**src/rtl/idu_ctrl.sv**
```systemverilog
`default_nettype none
// idu_ctrl: RV64 decode-stage controller. Single-entry stage register between IFU and EXU,
// classifies the opcode for the immediate extender and halts the front end on ebreak/illegal.
module idu_ctrl #(
  parameter int CNT_W = 32
) (
  input  logic             clk,
  input  logic             rst,
  input  logic             inst_valid,
  output logic             inst_ready,
  input  logic [31:0]      inst,
  input  logic [63:0]      pc,
  input  logic             flush,
  output logic             dec_valid,
  input  logic             dec_ready,
  output logic [31:0]      dec_inst,
  output logic [63:0]      dec_pc,
  output logic [2:0]       imm_type,
  output logic [4:0]       rd,
  output logic [4:0]       rs1,
  output logic [4:0]       rs2,
  output logic             rd_we,
  output logic [1:0]       halt_code,
  output logic             halted,
  output logic [CNT_W-1:0] issue_cnt
);

  typedef enum logic [1:0] {
    EMPTY = 2'd0,
    FULL  = 2'd1,
    HALT  = 2'd2
  } state_t;

  localparam logic [2:0] IMM_NONE = 3'b000;
  localparam logic [2:0] IMM_I    = 3'b001;
  localparam logic [2:0] IMM_S    = 3'b010;
  localparam logic [2:0] IMM_B    = 3'b011;
  localparam logic [2:0] IMM_U    = 3'b100;
  localparam logic [2:0] IMM_J    = 3'b101;

  state_t           state, state_nxt;
  logic [31:0]      inst_q;
  logic [63:0]      pc_q;
  logic [2:0]       imm_q;
  logic             rd_we_q;
  logic [1:0]       hc_q;
  logic [CNT_W-1:0] cnt_q;

  logic [2:0]       imm_d;
  logic             rd_we_d;
  logic [1:0]       hc_d;
  logic             rd_nz;
  logic             fire;
  logic             xfer;

  // Decode of the incoming word; the result is captured together with the entry.
  always_comb begin
    imm_d   = IMM_NONE;
    rd_we_d = 1'b0;
    hc_d    = 2'd0;
    rd_nz   = (inst[11:7] != 5'd0);
    case (inst[6:0])
      7'b0110111, 7'b0010111: begin
        imm_d   = IMM_U;
        rd_we_d = rd_nz;
      end
      7'b1101111: begin
        imm_d   = IMM_J;
        rd_we_d = rd_nz;
      end
      7'b1100111, 7'b0000011, 7'b0010011, 7'b0011011: begin
        imm_d   = IMM_I;
        rd_we_d = rd_nz;
      end
      7'b1100011: imm_d = IMM_B;
      7'b0100011: imm_d = IMM_S;
      7'b0110011, 7'b0111011: rd_we_d = rd_nz;
      7'b1110011: begin
        imm_d = IMM_I;
        if (inst == 32'h0010_0073) hc_d = 2'd1;
      end
      default: hc_d = 2'd2;
    endcase
  end

  // Handshakes are masked by rst and flush so neither a fire nor an xfer can slip through.
  always_comb begin
    state_nxt  = state;
    inst_ready = 1'b0;
    dec_valid  = 1'b0;
    if (!rst && !flush) begin
      case (state)
        EMPTY:   inst_ready = 1'b1;
        FULL: begin
          dec_valid  = 1'b1;
          inst_ready = dec_ready & (hc_q == 2'd0);
        end
        default: ;
      endcase
    end
    fire = inst_valid & inst_ready;
    xfer = dec_valid & dec_ready;
    case (state)
      EMPTY: if (fire) state_nxt = FULL;
      FULL: begin
        if (xfer) begin
          if (hc_q != 2'd0) state_nxt = HALT;
          else if (fire)    state_nxt = FULL;
          else              state_nxt = EMPTY;
        end
      end
      HALT:    state_nxt = HALT;
      default: state_nxt = EMPTY;
    endcase
    if (flush && state != HALT) state_nxt = EMPTY;
  end

  always_ff @(posedge clk) begin
    if (rst) begin
      state   <= EMPTY;
      inst_q  <= '0;
      pc_q    <= '0;
      imm_q   <= IMM_NONE;
      rd_we_q <= 1'b0;
      hc_q    <= 2'd0;
      cnt_q   <= '0;
    end else begin
      state <= state_nxt;
      if (fire) begin
        inst_q  <= inst;
        pc_q    <= pc;
        imm_q   <= imm_d;
        rd_we_q <= rd_we_d;
        hc_q    <= hc_d;
      end
      if (xfer) cnt_q <= cnt_q + CNT_W'(1);
    end
  end

  assign dec_inst  = inst_q;
  assign dec_pc    = pc_q;
  assign imm_type  = imm_q;
  assign rd        = inst_q[11:7];
  assign rs1       = inst_q[19:15];
  assign rs2       = inst_q[24:20];
  assign rd_we     = rd_we_q;
  assign halt_code = hc_q;
  assign halted    = (state == HALT);
  assign issue_cnt = cnt_q;

endmodule
`default_nettype wire
```
**config.mk**
```make
export PLATFORM = sky130hd
export DESIGN_NAME = idu_ctrl
export DESIGN_NICKNAME = d
export VERILOG_FILES = /design/src/rtl/idu_ctrl.sv
export SDC_FILE = /design/constraint.sdc
export NUM_CORES = 1
export LEC_CHECK = 0
export BUFFER_PORTS_ARGS = -buffer_cell sky130_fd_sc_hd__buf_2
export CAP_MARGIN = 25
export CORE_MARGIN = 1.5
export CORE_UTILIZATION = 42
export CTS_BUF_LIST = sky130_fd_sc_hd__clkbuf_8 sky130_fd_sc_hd__clkbuf_16
export DETAILED_ROUTE_END_ITERATION = 16
export GPL_TIMING_DRIVEN = 0
export PLACE_DENSITY = 0.76
export SYNTH_ARGS = -nofsm -noshare
export SYNTH_HDL_FRONTEND = slang
export SYNTH_SLANG_ARGS = --single-unit
```
**constraint.sdc**
```tcl
create_clock -name clk -period 2 [get_ports clk]
set_clock_uncertainty 0.05 [all_clocks]
set_input_delay 0.4 -clock clk [delete_from_list [all_inputs] [get_ports clk]]
set_output_delay 0.4 -clock clk [all_outputs]
set_load 0.1 [all_outputs]
```
==> results.tsv <==
stage	metric	value	unit
placement	placer congestion estimate	0.806	
setup_path	CP top delay family	simple AND/OR/NAND/NOR gates	
power_and_ir_drop	pwr/cell area	916	mW/mm2
clock_network	CTS tree	built	
power_and_ir_drop	Seq pwr share	0.400	
die	DIE AREA	0.0134	mm2
placement	Placed Instances	1100	
setup_path	Setup Crit Path Kind	reg -> out	
global_route	antenna violations before repair	0	
timing	# setup viols final	1	
clock_network	cts hold-fix bufs	0	
global_route	total grt overflow	0	
power_and_ir_drop	Sw Share	0.281	
routing	DR iter-0 viols	321	
clock_network	Root Driver	clkbuf_16	
die	io pins	253	
worst_hold_path	hold path start	pc[61]	
power_and_ir_drop	clock network power share	0.456	
logic_synthesis	dominant synthesized flop cell	dfxtp_1	
timing	Max Slew Vio Count	0	
placement	HPWL after detailed placement	11200	um
timing	PnR worst setup slack	-0.102	ns
logic_synthesis	Mean Syn Cell Area	7.90	um2
logic_synthesis	most common cell in the synthesized netlist	nand2_1	
global_route	largest net degree at the start of global routing	17	
logic_synthesis	number of synthesized flops with an enable pin	0	
clock_network	Clock Latency Late Sink	0.42	ns
clock_network	total CTS buffers	17	
timing	share of the clock period used by the worst path	1.05	
routing	DRC	0	
layout	area grow syn2layout	42.2	%
flow_run	maxcap violations	0	
timing	post-layout minimum cycle time	2.10	ns
logic_synthesis	Synth top area share	0.508	
setup_path	Worst setup SP type	flip-flop	
global_route	first-pass GRT wire length	23100	um
die	row count	41	
logic_synthesis	async set-or-reset flop fraction in the synthesized netlist	0	
global_route	vias in the first global route	4840	
timing	worst rel slew slack	0.547	
setup_path	Critical Path Start	state[1]	
logic_synthesis	Mapped Area	0.00536	mm2
logic_synthesis	Net Count, Synth	780	
logic_synthesis	Yosys reg bits	136	
power_and_ir_drop	Final Power	6.98	mW
timing	RSZ-0062 raised after global routing	true	
outcome	violated checks	negative setup slack	
layout	Final Net Count	1056	
clock_network	CTS Sinks	136	
power_and_ir_drop	LEAKAGE	3.47	nW
setup_path	Crit Path Max Fanout	5	
layout	share of cells above drive strength 1	0.370	
clock_network	Worst-path clk slew	0.06	ns
power_and_ir_drop	Comb pwr share	0.145	
routing	Routed WL	15300	um
setup_path	WP buf/inv	2	
routing	drt pass-1 iters	4	
die	DIE HEIGHT	116	um
logic_synthesis	yosys warns	0	
setup_path	Crit path arrival time	1.65	ns
clock_network	H-tree depth	4	
setup_path	Critical Path RT	1.55	ns
logic_synthesis	Synth cell types	39	
setup_path	CP Capture Type	output pin	
routing	ANT nets after route	0	
die	Starting Density	0.428	
worst_hold_path	worst min path class	in -> reg	
die	Core ar.	0.0125	mm2
logic_synthesis	Cells after Synth	678	
placement	Place WS	-0.551	ns
timing	Final Hold Viols	0	
layout	Ant. Diodes	0	
setup_path	critical path's slowest cell	or4b_4	
timing	Slew @ Worst Pin	0.679	ns
outcome	status	finished with violations	
power_and_ir_drop	Peak VDD IR	0.651	mV
layout	fin util	0.609	
logic_synthesis	post-synth top area cell	dfxtp_1	
routing	WL per Instance	13.4	um
layout	Layout Cells excl Fill	1139	
placement	# port buffers	250	
timing	final hold slack	0.162	ns
setup_path	r2r setup slk	0.01	ns
global_route	GRT Total Usage	0.224	
die	DIE WIDTH	116	um
logic_synthesis	register area share after synthesis	0.508	
clock_network	clock tree buffer depth	2	
power_and_ir_drop	Pint	5.02	mW
power_and_ir_drop	NetSw	1.96	mW
timing	Highest Clock Rate	476	MHz
setup_path	max incr delay on CP	0.58	ns
routing	DR vias/cell	4.84	
logic_synthesis	Synth top cells by count	nand2_1, dfxtp_1, a21oi_1	
logic_synthesis	Synth area leaders	dfxtp_1, nand2_1, a21oi_1	
setup_path	crit-path cells	or4b_4, clkinvlp_4, buf_12	
routing	vias	5512	
setup_path	origin of the critical flop-to-flop path	state[1]	
metal layers:
metal | GRT usage | part of all wire
met1 | 0.273 | 0.43
met2 | 0.356 | 0.48
met3 | 0.0795 | 0.068
met4 | 0.102 | 0.024
met5 | 0 | 0
path summary, 6_finish.rpt:
path                            cells past startpoint            end
worst max-delay path                                3      dec_valid
worst min-delay path                                3     dec_pc[61]
worst max register to register                      5  issue_cnt[13]
worst min register to register                      2     dec_pc[49]
cell usage in the layout (no fill, tap or decap), types with 3 or more instances in the layout:
cell type,instances
nor3_1,3
buf_4,21
clkbuf_8,5
xnor2_1,7
o21ai_0,9
clkinv_2,4
and3_1,5
or3_1,9
o21ai_1,3
dfxtp_2,16
xor2_1,17
nand3_1,13
dfxtp_4,15
clkbuf_1,27
nor2_1,35
a21oi_1,113
nor4_1,5
dfxtp_1,105
nand4_1,15
buf_2,256
clkbuf_2,4
inv_1,11
nand2_1,215
clkbuf_16,18
through the flow:
| step | area [um2] | TNS, ns |
|---|---|---|
| CTS | 7560 | -0.188 |
| detailed placement | 6910 | -42.79 |
| floorplan | 5450 | 0 |
| global route | 7620 | -0.683 |
| global placement | 6910 | -36.73 |
| finish | 7620 | -0.102 |
area by class of cell:
cell class,instances,area (um2)
fillers,1198,4900
well taps,172,215
inverters,10,41.3
clock buffers,23,519
repair buffers,257,1320
flip-flops and latches,136,2800
plain buffers,56,295
multi-input cells,476,2330
clock inverters,9,95.1
flip-flops by register name, indices dropped and copies added (netlist names):
register / cells
dec_pc: 64
dec_inst: 32
issue_cnt: 32
imm_type: 3
halt_code: 2
state: 2
rd_we: 1
power by group through the flow:
stage                     clock, mW  sequential (mW)  combinational (mW)
after floorplan                   0             3.32               0.284
after global placement            0             2.85                1.00
after detailed placement          0             2.85                1.00
after CTS                      3.22             2.79                1.01
after global routing           3.38             2.80                1.06
final                          3.18             2.79                1.01
worst register-to-register path, cell delays in order, from the launching register on:
cell,delay (ns)
dfxtp_2,0.33
or4b_4,0.58
nor3_2,0.47
nand4_1,0.20
xor2_1,0.18
nor2_1,0.05
logic make-up after synthesis:
| logic type | count (synthesis) | share of synthesized area |
|---|---|---|
| compound gates | 129 | 0.122 |
| simple gates | 321 | 0.266 |
| xor+xnor | 24 | 0.0392 |
| fa+ha+maj | 2 | 0.00420 |
| flops | 136 | 0.508 |
| buf+inv | 66 | 0.0598 |
timing repair:
action | in CTS | in global routing
resized for setup | 11 | 11
cloned | 0 | 1
endpoints found under the hold margin | 0 | 0
pin swaps | 3 | 3
buffers inserted | 1 | 5
setup endpoints to repair | 99 | 96
No activity file was read; power rests on OpenSTA's default activity.
